`config.mk`:
```
export PLATFORM = sky130hd
export DESIGN_NAME = alu_exec_unit
export DESIGN_NICKNAME = d
export VERILOG_FILES = /design/src/rtl/alu_exec_unit.sv
export SDC_FILE = /design/constraint.sdc
export NUM_CORES = 1
export LEC_CHECK = 0
export ABC_AREA = 1
export CORE_AREA = 2 2 191 193
export DETAILED_ROUTE_END_ITERATION = 10
export DIE_AREA = 0 0 193 195
export PLACE_DENSITY = 0.64
export SETUP_SLACK_MARGIN = 0.4
export SYNTH_ARGS = -nofsm -noshare
export SYNTH_HDL_FRONTEND = slang
export SYNTH_SLANG_ARGS = --single-unit
```
`constraint.sdc`:
```
create_clock -name clk -period 3.05 [get_ports clk]
set_input_delay 0.305 -clock clk [delete_from_list [all_inputs] [get_ports clk]]
set_output_delay 0.305 -clock clk [all_outputs]
set_load 0.1 [all_outputs]
```
`src/rtl/alu_exec_unit.sv`:
```
`default_nettype none
// ============================================================================
// Module   : alu_exec_unit
// Purpose  : Handshaked EX-stage execution unit. Decodes ALUOp/OpCode/funct7/
//            funct3 internally, executes base integer ops in one cycle,
//            MUL* in two cycles and DIV*/REM* with an iterative radix-2
//            restoring divider. The result is held until the consumer
//            accepts it.
// Ports    : clk, reset          - clock, synchronous active-high reset
//            in_valid/in_ready   - request handshake (in_ready = unit idle)
//            ALUOp, OpCode,
//            funct7, funct3      - undecoded instruction control fields
//            op_a, op_b          - XLEN-bit operands
//            out_valid/out_ready - result handshake
//            result, zero,
//            illegal             - result, result==0, unsupported encoding
//            busy                - a MUL or DIV is in flight
// Options  : ALU_EXEC_MEXT_EN - when defined, the M extension (multiplier and
//            divider) is built; otherwise M encodings decode as illegal.
// Revision : 1.0 - initial release
// ============================================================================
module alu_exec_unit #(
   parameter int XLEN = 32
) (
   input  logic            clk,
   input  logic            reset,
   input  logic            in_valid,
   output logic            in_ready,
   input  logic [1:0]      ALUOp,
   input  logic [6:0]      OpCode,
   input  logic [6:0]      funct7,
   input  logic [2:0]      funct3,
   input  logic [XLEN-1:0] op_a,
   input  logic [XLEN-1:0] op_b,
   output logic            out_valid,
   input  logic            out_ready,
   output logic [XLEN-1:0] result,
   output logic            zero,
   output logic            illegal,
   output logic            busy
);

   localparam int SH_W = $clog2(XLEN);

   localparam logic [2:0] c_st_idle    = 3'd0;
   localparam logic [2:0] c_st_exec    = 3'd1;
   localparam logic [2:0] c_st_done    = 3'd2;
`ifdef ALU_EXEC_MEXT_EN
   localparam logic [2:0] c_st_mul1    = 3'd3;
   localparam logic [2:0] c_st_div     = 3'd4;
   localparam logic [2:0] c_st_div_fix = 3'd5;
`endif

   // Internal op encoding: base ops 0..7 share the funct3 numbering,
   // M ops 8..15 are {2'b01, funct3}, so decode is mostly concatenation.
   localparam logic [4:0] c_op_add  = 5'd0;
   localparam logic [4:0] c_op_sll  = 5'd1;
   localparam logic [4:0] c_op_slt  = 5'd2;
   localparam logic [4:0] c_op_sltu = 5'd3;
   localparam logic [4:0] c_op_xor  = 5'd4;
   localparam logic [4:0] c_op_srl  = 5'd5;
   localparam logic [4:0] c_op_or   = 5'd6;
   localparam logic [4:0] c_op_and  = 5'd7;
   localparam logic [4:0] c_op_sub  = 5'd16;
   localparam logic [4:0] c_op_sra  = 5'd17;
   localparam logic [4:0] c_op_ill  = 5'd31;
`ifdef ALU_EXEC_MEXT_EN
   localparam logic [4:0] c_op_mul    = 5'd8;
   localparam logic [4:0] c_op_mulh   = 5'd9;
   localparam logic [4:0] c_op_mulhsu = 5'd10;
   localparam logic [4:0] c_op_div    = 5'd12;
   localparam logic [4:0] c_op_divu   = 5'd13;
   localparam logic [4:0] c_op_rem    = 5'd14;
   localparam logic [4:0] c_op_remu   = 5'd15;

   localparam int              CNT_W      = $clog2(XLEN) + 1;
   localparam logic [CNT_W-1:0] c_cnt_last = CNT_W'(XLEN);
   localparam logic [XLEN-1:0]  c_most_neg = {1'b1, {(XLEN-1){1'b0}}};
`endif

   logic [2:0]      state_q, state_d;
   logic [4:0]      op_q, op_d;
   logic [XLEN-1:0] a_q, a_d;
   logic [XLEN-1:0] b_q, b_d;
   logic [XLEN-1:0] result_q, result_d;
   logic            zero_q, zero_d;
   logic            illegal_q, illegal_d;

   logic [4:0]      w_op;
   logic [2:0]      w_next_state;
   logic [XLEN-1:0] w_alu;

`ifdef ALU_EXEC_MEXT_EN
   logic [CNT_W-1:0]  cnt_q, cnt_d;
   logic [2*XLEN-1:0] prod_q, prod_d;
   logic [XLEN-1:0]   quo_q, quo_d;
   logic [XLEN-1:0]   rem_q, rem_d;
   logic [XLEN-1:0]   dvs_q, dvs_d;

   logic              w_mul_sa, w_mul_sb;
   logic [2*XLEN-1:0] w_mul_a, w_mul_b, w_prod;
   logic              w_div_signed, w_is_rem;
   logic [XLEN:0]     w_rem_sh, w_diff;
   logic [XLEN-1:0]   w_quo_fix, w_rem_fix;
`endif

   // ------------------------------------------------------------------
   // Instruction decode (from the live inputs, captured on accept)
   // ------------------------------------------------------------------
   always_comb begin
      w_op = c_op_ill;
      case (ALUOp)
         2'b00: w_op = c_op_add;
         2'b01: w_op = c_op_sub;
         2'b10: begin
            if (OpCode == 7'b0110011) begin
               case (funct7)
                  7'b0000000: w_op = {2'b00, funct3};
                  7'b0100000: begin
                     if (funct3 == 3'b000)      w_op = c_op_sub;
                     else if (funct3 == 3'b101) w_op = c_op_sra;
                     else                       w_op = c_op_ill;
                  end
`ifdef ALU_EXEC_MEXT_EN
                  7'b0000001: w_op = {2'b01, funct3};
`endif
                  default:    w_op = c_op_ill;
               endcase
            end else begin
               // I-type: funct7[5] only distinguishes srai from srli
               if (funct3 == 3'b101 && funct7[5]) w_op = c_op_sra;
               else                               w_op = {2'b00, funct3};
            end
         end
         default: w_op = c_op_ill;
      endcase
   end

   // Where an accepted request goes. Divide-by-zero and signed overflow
   // have fixed answers and skip the iterative divider.
   always_comb begin
      w_next_state = c_st_exec;
`ifdef ALU_EXEC_MEXT_EN
      if (w_op[4:2] == 3'b010) begin
         w_next_state = c_st_mul1;
      end else if (w_op[4:2] == 3'b011 && op_b != '0 &&
                   !(!w_op[0] && op_a == c_most_neg && op_b == '1)) begin
         w_next_state = c_st_div;
      end
`endif
   end

   // ------------------------------------------------------------------
   // Single-cycle datapath (also produces the divider fast-path answers)
   // ------------------------------------------------------------------
   always_comb begin
      w_alu = '0;
      case (op_q)
         c_op_add:  w_alu = a_q + b_q;
         c_op_sub:  w_alu = a_q - b_q;
         c_op_sll:  w_alu = a_q << b_q[SH_W-1:0];
         c_op_slt:  w_alu = {{(XLEN-1){1'b0}}, $signed(a_q) < $signed(b_q)};
         c_op_sltu: w_alu = {{(XLEN-1){1'b0}}, a_q < b_q};
         c_op_xor:  w_alu = a_q ^ b_q;
         c_op_srl:  w_alu = a_q >> b_q[SH_W-1:0];
         c_op_sra:  w_alu = $signed(a_q) >>> b_q[SH_W-1:0];
         c_op_or:   w_alu = a_q | b_q;
         c_op_and:  w_alu = a_q & b_q;
`ifdef ALU_EXEC_MEXT_EN
         c_op_div:  w_alu = (b_q == '0) ? '1 : c_most_neg;
         c_op_divu: w_alu = '1;
         c_op_rem:  w_alu = (b_q == '0) ? a_q : '0;
         c_op_remu: w_alu = a_q;
`endif
         default:   w_alu = '0;
      endcase
   end

`ifdef ALU_EXEC_MEXT_EN
   // ------------------------------------------------------------------
   // Multiplier: operands sign- or zero-extended to 2*XLEN so one
   // unsigned multiply yields the correct high half for every variant.
   // ------------------------------------------------------------------
   always_comb begin
      w_mul_sa = (op_q == c_op_mulh) || (op_q == c_op_mulhsu);
      w_mul_sb = (op_q == c_op_mulh);
      w_mul_a  = {{XLEN{w_mul_sa & a_q[XLEN-1]}}, a_q};
      w_mul_b  = {{XLEN{w_mul_sb & b_q[XLEN-1]}}, b_q};
      w_prod   = w_mul_a * w_mul_b;
   end

   // ------------------------------------------------------------------
   // Divider: restoring radix-2 on magnitudes; signs applied in DIV_FIX.
   // The partial remainder never exceeds the divisor, so the shifted value
   // needs one extra bit and the top bit of the difference is the borrow.
   // ------------------------------------------------------------------
   always_comb begin
      w_div_signed = !op_q[0];
      w_is_rem     = op_q[1];
      w_rem_sh     = {rem_q, quo_q[XLEN-1]};
      w_diff       = w_rem_sh - {1'b0, dvs_q};
      w_quo_fix    = (w_div_signed && (a_q[XLEN-1] ^ b_q[XLEN-1])) ? -quo_q : quo_q;
      w_rem_fix    = (w_div_signed && a_q[XLEN-1]) ? -rem_q : rem_q;
   end
`endif

   // ------------------------------------------------------------------
   // Control FSM and register next-state
   // ------------------------------------------------------------------
   always_comb begin
      state_d   = state_q;
      op_d      = op_q;
      a_d       = a_q;
      b_d       = b_q;
      result_d  = result_q;
      zero_d    = zero_q;
      illegal_d = illegal_q;
`ifdef ALU_EXEC_MEXT_EN
      cnt_d  = cnt_q;
      prod_d = prod_q;
      quo_d  = quo_q;
      rem_d  = rem_q;
      dvs_d  = dvs_q;
`endif
      case (state_q)
         c_st_idle: begin
            if (in_valid) begin
               op_d    = w_op;
               a_d     = op_a;
               b_d     = op_b;
               state_d = w_next_state;
`ifdef ALU_EXEC_MEXT_EN
               cnt_d   = '0;
`endif
            end
         end
         c_st_exec: begin
            result_d  = w_alu;
            zero_d    = (w_alu == '0);
            illegal_d = (op_q == c_op_ill);
            state_d   = c_st_done;
         end
`ifdef ALU_EXEC_MEXT_EN
         c_st_mul1: begin
            // Cycle 0 registers the full product, cycle 1 selects the half.
            if (cnt_q == '0) begin
               prod_d = w_prod;
               cnt_d  = cnt_q + 1'b1;
            end else begin
               result_d  = (op_q == c_op_mul) ? prod_q[XLEN-1:0] : prod_q[2*XLEN-1:XLEN];
               zero_d    = (result_d == '0);
               illegal_d = 1'b0;
               state_d   = c_st_done;
            end
         end
         c_st_div: begin
            if (cnt_q == '0) begin
               // Setup cycle: load magnitudes.
               quo_d = (w_div_signed && a_q[XLEN-1]) ? -a_q : a_q;
               dvs_d = (w_div_signed && b_q[XLEN-1]) ? -b_q : b_q;
               rem_d = '0;
            end else if (!w_diff[XLEN]) begin
               rem_d = w_diff[XLEN-1:0];
               quo_d = {quo_q[XLEN-2:0], 1'b1};
            end else begin
               rem_d = w_rem_sh[XLEN-1:0];
               quo_d = {quo_q[XLEN-2:0], 1'b0};
            end
            cnt_d = cnt_q + 1'b1;
            if (cnt_q == c_cnt_last) begin
               state_d = c_st_div_fix;
            end
         end
         c_st_div_fix: begin
            result_d  = w_is_rem ? w_rem_fix : w_quo_fix;
            zero_d    = (result_d == '0);
            illegal_d = 1'b0;
            state_d   = c_st_done;
         end
`endif
         c_st_done: begin
            if (out_ready) begin
               state_d = c_st_idle;
            end
         end
         default: state_d = c_st_idle;
      endcase
   end

   always_ff @(posedge clk) begin
      if (reset) begin
         state_q   <= c_st_idle;
         op_q      <= c_op_ill;
         a_q       <= '0;
         b_q       <= '0;
         result_q  <= '0;
         zero_q    <= 1'b0;
         illegal_q <= 1'b0;
`ifdef ALU_EXEC_MEXT_EN
         cnt_q  <= '0;
         prod_q <= '0;
         quo_q  <= '0;
         rem_q  <= '0;
         dvs_q  <= '0;
`endif
      end else begin
         state_q   <= state_d;
         op_q      <= op_d;
         a_q       <= a_d;
         b_q       <= b_d;
         result_q  <= result_d;
         zero_q    <= zero_d;
         illegal_q <= illegal_d;
`ifdef ALU_EXEC_MEXT_EN
         cnt_q  <= cnt_d;
         prod_q <= prod_d;
         quo_q  <= quo_d;
         rem_q  <= rem_d;
         dvs_q  <= dvs_d;
`endif
      end
   end

   assign in_ready  = (state_q == c_st_idle);
   assign out_valid = (state_q == c_st_done);
   assign result    = result_q;
   assign zero      = zero_q;
   assign illegal   = illegal_q;
`ifdef ALU_EXEC_MEXT_EN
   assign busy = (state_q == c_st_mul1) || (state_q == c_st_div) ||
                 (state_q == c_st_div_fix);
`else
   assign busy = 1'b0;
`endif

endmodule
`default_nettype wire
```
==> summary.md, run 1 <==
| Metric | Value |
|---|---|
| DR pass1 iterations | `6` |
| Layout cells sized above 1 | `0.233` |
| Worst rel slew slack | `0.323` |
| Hold Buf Count CTS | `0` |
| Reg2reg setup slack | `290 ps` |
| Initial Util | `0.389` |
| RSZ-0062 raised after global routing | `true` |
| Synthesized Nets | `2,740` |
| Clk root buf | `clkbuf_16` |
| P&R area growth vs syn | `40.6%` |
| Worst-case hold path end point | `a_q[29]$_SDFFE_PP0P_` |
| First-pass GRT wire length | `111,000 µm` |
| Initial antenna violation count | `1` |
| Critical path type | `reg -> reg` |
| Cell Area, Synth | `13,800 µm²` |
| Synth Area per Inst | `5.39 µm²` |
| Nets | `3,111` |
| Hold Crit Class | `reg -> reg` |
| Number of synthesized register bits | `105` |
| Post-synth ARST share | `0` |
| I/O Buffers | `122` |
| DIE WIDTH | `193 µm` |
| Startpoint types | `flop` |
| Main synth FF type | `dfxtp_1` |
| Routed wire length | `76,300 µm` |
| Post-synth cell types | `46` |
| Critical Path RT | `3370 ps` |
| EDFF count, synth | `0` |
| Vias in the first global route | `18,200` |
| Max incr delay on CP | `390 ps` |
| Status | `finished clean` |
| FF-to-FF path depth | `19` |
| Rows | `69` |
| Crit. End Element | `flop` |
| Max cap viols | `0` |
| TritonCTS Buffers | `9` |
| Final hold violations | `0` |
| Slew @ Worst Pin | `1010 ps` |
| RR Startpoint | `b_q[0]$_SDFFE_PP0P_` |
| RR Endpoint | `zero$_SDFFE_PP0N_` |
| First DRT Iteration DRCs | `2,090` |
| Post-route clock period utilization | `0.904` |
| Antenna cells | `0` |
| Clk buf depth | `2` |
| DRC violations left | `0` |
| IO Pins | `124` |
| Critical-path maximum fanout | `20` |
| Post-route cell area | `19,300 µm²` |
| Grt total ovfl | `0` |
| Setup-failing EPs final | `0` |
| Die H | `195 µm` |
| WP data arrival | `3080 ps` |
| Largest net degree at the start of global routing | `68` |
| Clk sink count | `105` |
| Clock slew seen by the registers of the worst setup and hold paths | `90 ps` |
| Peak VDD IR | `274 µV` |
| Max-slew violations | `0` |
| Vias post-DR | `19,300` |
| Post-synthesis instance total | `2,552` |
| Worst Skew | `12.8 ps` |
| Antenna Nets Post-Route | `0` |
| Pwr/cell area | `372 nW/µm²` |
| Placed Area | `17,500 µm²` |
| WHS Path Cells | `2` |
| Slowest stage cell on the critical path | `dfxtp_4` |
| Die footprint | `37,600 µm²` |
| Worst setup margin | `292 ps` |
| CTS tree | `done` |
| Most frequent CP cell | `nand2_1` |
| Final TNS setup | `0 ps` |
| Sequential fraction of the synthesis area | `0.153` |
| DR vias/cell | `5.71` |
| Fin crit period | `2760 ps` |
| GRT Total Usage | `0.397` |
| Yosys warnings | `0` |
| DP Worst Slack | `72.9 ps` |
| Core Region | `35,400 µm²` |
| H-tree levels | `3` |
| WL/cell | `22.5 µm` |
| Achievable Freq | `363 MHz` |
| Gpl congestion | `1.03` |
| Cell chain of the critical path | `buf_4 > inv_4 > buf_12 > nand2_1 > buf_4 > nand3_1 > nand3_1 > nand2_2 > o211ai_1 > nand2_1 > nor2_1 > nand2_1 > nor2_1 > nand2_1 > nor2_2 > nand2_1 > nor2_1 > nand2_1 > a21oi_2` |
| Static Leak | `9.94 nW` |
| Clk Latency, worst-skew pair | `390 ps` |
| HP Start | `a_q[29]$_SDFFE_PP0P_` |
| Dpl hpwl | `60,800 µm` |
-- cell type report --
type	count	area [µm²]
repair buffers	488	4180
inverters	317	1210
flip-flops and latches	105	2140
clock inverters	7	67.6
multi-input cells	2002	10900
clock buffers	9	225
fillers	3739	16100
well taps	461	577
-- layout by cell type (no fill, tap or decap), types with 20 or more instances in the layout --
cell,count
dfxtp_1,85
nand3_1,466
ha_1,63
buf_4,369
nor2_1,212
inv_2,26
nor2_2,36
nand3_2,30
o211ai_1,20
clkdlybuf4s50_1,100
a21oi_1,132
inv_1,284
o21ai_0,121
nand2_2,54
nand4_1,37
nand2_1,657
ha_4,28
-- power breakdown --
part | internal [mW] | switching [mW] | total (mW)
combinational | 1.63 | 2.74 | 4.37
clock | 0.579 | 0.683 | 1.26
sequential | 1.49 | 0.0818 | 1.57
total | 3.70 | 3.50 | 7.20
-- critical path: cells and delay by family (launching register included) --
family / cells / cell delay [ps]
AOI/OAI and AO/OA: 2 / 360
and+or+nand+nor: 13 / 1460
buffers and inverters: 4 / 470
DFF: 1 / 390
-- flip-flops by register name, summed over array words and instances, names as in the netlist --
signal and count:
a_q 32, b_q 32, illegal 1, op_q 5, result 32, state_q 2, zero 1
-- worst max path at each step --
stage                         to                 from  cells past startpoint
3_3_place_gp   zero$_SDFFE_PP0N_  b_q[7]$_SDFFE_PP0P_                     22
4_1_cts        zero$_SDFFE_PP0N_  a_q[1]$_SDFFE_PP0P_                     21
6_report       zero$_SDFFE_PP0N_  b_q[0]$_SDFFE_PP0P_                     19
5_1_grt        zero$_SDFFE_PP0N_  b_q[3]$_SDFFE_PP0P_                     22
2_1_floorplan  zero$_SDFFE_PP0N_  b_q[4]$_SDFFE_PP0P_                     22
3_5_place_dp   zero$_SDFFE_PP0N_  b_q[7]$_SDFFE_PP0P_                     22
-- layer usage --
metal / track usage / wire (µm) / up-vias
met5: 0 / 13 / -
met4: 0.169 / 3890 / 2
met3: 0.0537 / 6640 / 211
met2: 0.638 / 34200 / 996
met1: 0.529 / 31500 / 9066
li1: - / - / 9071
-- synth_stat cells, types with 2 or more instances --
| master | instances | area [µm²] |
|---|---|---|
| o21ai_1 | 3 | 15.0 |
| o21ai_0 | 126 | 631 |
| nor2_2 | 2 | 12.5 |
| o21a_1 | 2 | 15.0 |
| nand2_1 | 719 | 2700 |
| o2111ai_1 | 3 | 26.3 |
| buf_4 | 12 | 90.1 |
| o211ai_1 | 20 | 150 |
| nand3b_1 | 5 | 37.5 |
| buf_2 | 60 | 300 |
| nor2_1 | 258 | 968 |
| ha_1 | 99 | 1240 |
| or2_2 | 2 | 12.5 |
| nand3_2 | 6 | 60.1 |
| a31oi_1 | 3 | 18.8 |
| a21boi_0 | 3 | 22.5 |
| buf_6 | 2 | 22.5 |
| inv_1 | 309 | 1160 |
| nor3_1 | 20 | 100 |
| nand3_1 | 496 | 2480 |
| nand4_1 | 37 | 231 |
| o21bai_1 | 11 | 82.6 |
| and2_1 | 3 | 18.8 |
| o22ai_1 | 14 | 87.6 |
| nor2_4 | 4 | 45.0 |
| dfxtp_1 | 105 | 2100 |
| buf_1 | 6 | 22.5 |
| clkbuf_1 | 48 | 180 |
| o221ai_1 | 2 | 17.5 |
| fa_1 | 2 | 40.0 |
| a21oi_1 | 149 | 746 |
| inv_2 | 7 | 26.3 |
-- what timing repair did --
item                       in CTS  in global routing
cloned                          5                  0
resized for setup             161                162
buffers inserted                7                 24
pin swaps                      24                 48
setup endpoints to repair      14                 17
-- kinds of logic after synthesis --
family / Yosys count / synth area share
AOI/OAI and AO/OA: 340 / 0.134
DFF: 105 / 0.153
adders and majority gates: 101 / 0.0929
xor gates and xnor gates: 1 / 0.000637
and+or+nand+nor: 1559 / 0.488
other: 1 / 0.000273
buffers and inverters: 445 / 0.131
-- metrics by stage --
| stage | cells | utilization | power [mW] | hold slack, ps |
|---|---|---|---|---|
| after global placement | 3337 | 0.495 | 5.36 | 465 |
| after floorplan | 2552 | - | 3.79 | 460 |
| after global routing | 3389 | 0.546 | 7.58 | 528 |
| after detailed placement | 3337 | 0.495 | 5.37 | 474 |
| after CTS | 3365 | 0.527 | 6.90 | 489 |
| final | 3389 | 0.546 | 7.20 | 490 |
Power figures use the tool's default switching activity.
==> run 2: changes to the inputs <==
==> constraint.sdc (replaced) <==
create_clock -name clk -period 3.05 [get_ports clk]
set_input_delay 0.305 -clock clk [delete_from_list [all_inputs] [get_ports clk]]
set_output_delay 0.305 -clock clk [all_outputs]
set_load 0.02 [all_outputs]
==> summary.md, run 2 (synthesized netlist as in run 1, its figures left out) <==
| Metric | Value |
|---|---|
| First DRT Iteration DRCs | `2,054 (-1.7%)` |
| Static Leak | `9.57 nW (-3.7%)` |
| RSZ-0062 raised after global routing | `true` |
| Largest net degree at the start of global routing | `64 (-5.9%)` |
| Worst Skew | `8.65 ps (-4.13 ps)` |
| WL/cell | `21.9 µm (-2.8%)` |
| Dpl hpwl | `57,700 µm (-5.0%)` |
| I/O Buffers | `122 (unchanged)` |
| Achievable Freq | `374 MHz (+3.2%)` |
| Util after Layout | `0.540 (-0.00601)` |
| Clk root buf | `clkbuf_16` |
| Critical-path maximum fanout | `5 (-75%)` |
| Antenna cells | `0 (unchanged)` |
| Vias in the first global route | `17,600 (-3.5%)` |
| Most frequent cells in the layout | `nand2_1 (631), nand3_1 (461), inv_1 (279)` |
| DRC violations left | `0 (unchanged)` |
| HP Start | `zero$_SDFFE_PP0N_` |
| RR Startpoint | `op_q[2]$_SDFFE_PP1P_` |
| Peak VDD IR | `308 µV (+12%)` |
| H-tree levels | `3 (unchanged)` |
| WHS Path Cells | `2 (unchanged)` |
| Post-route clock period utilization | `0.876 (-0.0283)` |
| DR pass1 iterations | `6 (unchanged)` |
| Routed wire length | `72,400 µm (-5.1%)` |
| TritonCTS Buffers | `9 (unchanged)` |
| FF-to-FF path depth | `17 (-2)` |
| Final hold violations | `0 (unchanged)` |
| Placed Area | `16,900 µm² (-3.4%)` |
| Crit. End Element | `flop` |
| Rows | `69 (unchanged)` |
| Die H | `195 µm (unchanged)` |
| Nets | `3,031 (-2.6%)` |
| Hold Crit Class | `reg -> reg` |
| Initial antenna violation count | `1 (unchanged)` |
| Clk sink count | `105 (unchanged)` |
| Layout cells sized above 1 | `0.228 (-0.00435)` |
| Max-slew violations | `0 (unchanged)` |
| Startpoint types | `flop` |
| Die footprint | `37,600 µm² (unchanged)` |
| Filler cell count | `3,744 (+0.13%)` |
| Fin crit period | `2670 ps (-86.3 ps)` |
| Clk Latency, worst-skew pair | `380 ps (about the same)` |
| Max cap viols | `0 (unchanged)` |
| Slew @ Worst Pin | `633 ps (-379 ps)` |
| Final TNS setup | `0 ps (unchanged)` |
| Gpl congestion | `1.08 (+5.6%)` |
| DIE WIDTH | `193 µm (unchanged)` |
| CTS tree | `done` |
| First-pass GRT wire length | `106,000 µm (-4.8%)` |
| Worst-case hold path end point | `zero$_SDFFE_PP0N_` |
| Pwr/cell area | `365 nW/µm² (-2.0%)` |
| Antenna Nets Post-Route | `0 (unchanged)` |
| Post-route cell area | `19,100 µm² (-1.1%)` |
| Core Region | `35,400 µm² (unchanged)` |
| Clock slew seen by the registers of the worst setup and hold paths | `80 ps (about the same)` |
| Status | `finished clean` |
| Setup-failing EPs final | `0 (unchanged)` |
| RR Endpoint | `zero$_SDFFE_PP0N_` |
| P&R area growth vs syn | `39.0%` |
| Clk buf depth | `2 (unchanged)` |
| Worst rel slew slack | `0.578 (+0.255)` |
| WP data arrival | `2990 ps (-90 ps)` |
| Critical Path RT | `3370 ps (about the same)` |
| Most common cell after layout, fill and taps aside | `nand2_1` |
| GRT Total Usage | `0.374 (-0.0226)` |
| Reg2reg setup slack | `380 ps (+90 ps)` |
| IO Pins | `124 (unchanged)` |
| Initial Util | `0.389 (unchanged)` |
| Vias post-DR | `19,000 (-2.0%)` |
| Critical path type | `reg -> reg` |
| DR vias/cell | `5.73 (+0.40%)` |
| Grt total ovfl | `0 (unchanged)` |
==> run 2: cell count changes in the layout (fill, tap and decap cells not counted), moves of 8 or more <==
cell,previous run,this run
nand2_2,54,78
nor2_4,16,25
nand2_1,657,631
inv_2,26,34
nor2_2,36,49
nor2_1,212,190
clkdlybuf4s50_1,100,122
buf_4,369,264
==> run 2: cell type report <==
class	instances	area, µm²	share of cell area
multi-input combinational	2002	11200	0.587
timing repair buffer	408	3660	0.191
sequential	105	2150	0.112
inverter	317	1200	0.0627
tap	461	577	0.0302
clock buffer	9	225	0.0118
clock inverter	7	92.6	0.00484
==> run 2: critical path: stages, from the launching register on <==
cell and delay (ps):
dfxtp_1 360, inv_1 130, nor2_4 80, buf_4 170, nand3_2 80, inv_2 100
buf_4 160, nand2_1 50, o21ai_0 110, nor3_2 200, nand3_1 130, nor2_1 340
nand3_2 190, nor2_2 130, nand3_1 80, nor2_1 110, nand2_1 80, a21oi_2 110
==> run 2: through the flow <==
stage	std cells	power, mW	setup slack (ps)	hold WS, ps
CTS	3284	6.57	378	497
global placement	3252	4.97	-74.9	467
global route	3309	7.33	254	528
detailed placement	3252	4.99	-69.8	471
finish	3309	6.98	378	504
floorplan	2552	3.59	402	460
==> run 2: per-layer routing <==
| layer | vias to the layer above | track usage | wire length, µm |
|---|---|---|---|
| li1 | 8896 | - | - |
| met1 | 8856 | 0.517 | 30600 |
| met2 | 1019 | 0.589 | 32200 |
| met3 | 192 | 0.0435 | 6330 |
| met4 | 2 | 0.153 | 3340 |
| met5 | - | 0 | 12 |
==> run 2: power breakdown <==
group / switching, mW / internal (mW) / leakage (nW)
logic: 2.53 / 1.54 / 8.54
clock network: 0.662 / 0.662 / 0.156
registers: 0.0898 / 1.49 / 0.876
total: 3.28 / 3.70 / 9.57
==> run 2: timing repair <==
action                     4_1_cts  5_1_grt
pin swaps                       34       79
buffers inserted                11       24
cloned                           5        1
hold buffers                     0        0
setup endpoints to repair       19       19
resized for setup              166      246
==> run 2: worst max-delay path by stage <==
stage,startpoint,endpoint,slack [ps],cells after the start
2_1_floorplan,b_q[3]$_SDFFE_PP0P_,zero$_SDFFE_PP0N_,400,24
3_3_place_gp,b_q[4]$_SDFFE_PP0P_,zero$_SDFFE_PP0N_,-70,20
3_5_place_dp,b_q[4]$_SDFFE_PP0P_,zero$_SDFFE_PP0N_,-70,20
4_1_cts,b_q[0]$_SDFFE_PP0P_,zero$_SDFFE_PP0N_,380,20
5_1_grt,b_q[5]$_SDFFE_PP0P_,zero$_SDFFE_PP0N_,250,20
6_report,op_q[2]$_SDFFE_PP1P_,zero$_SDFFE_PP0N_,380,17
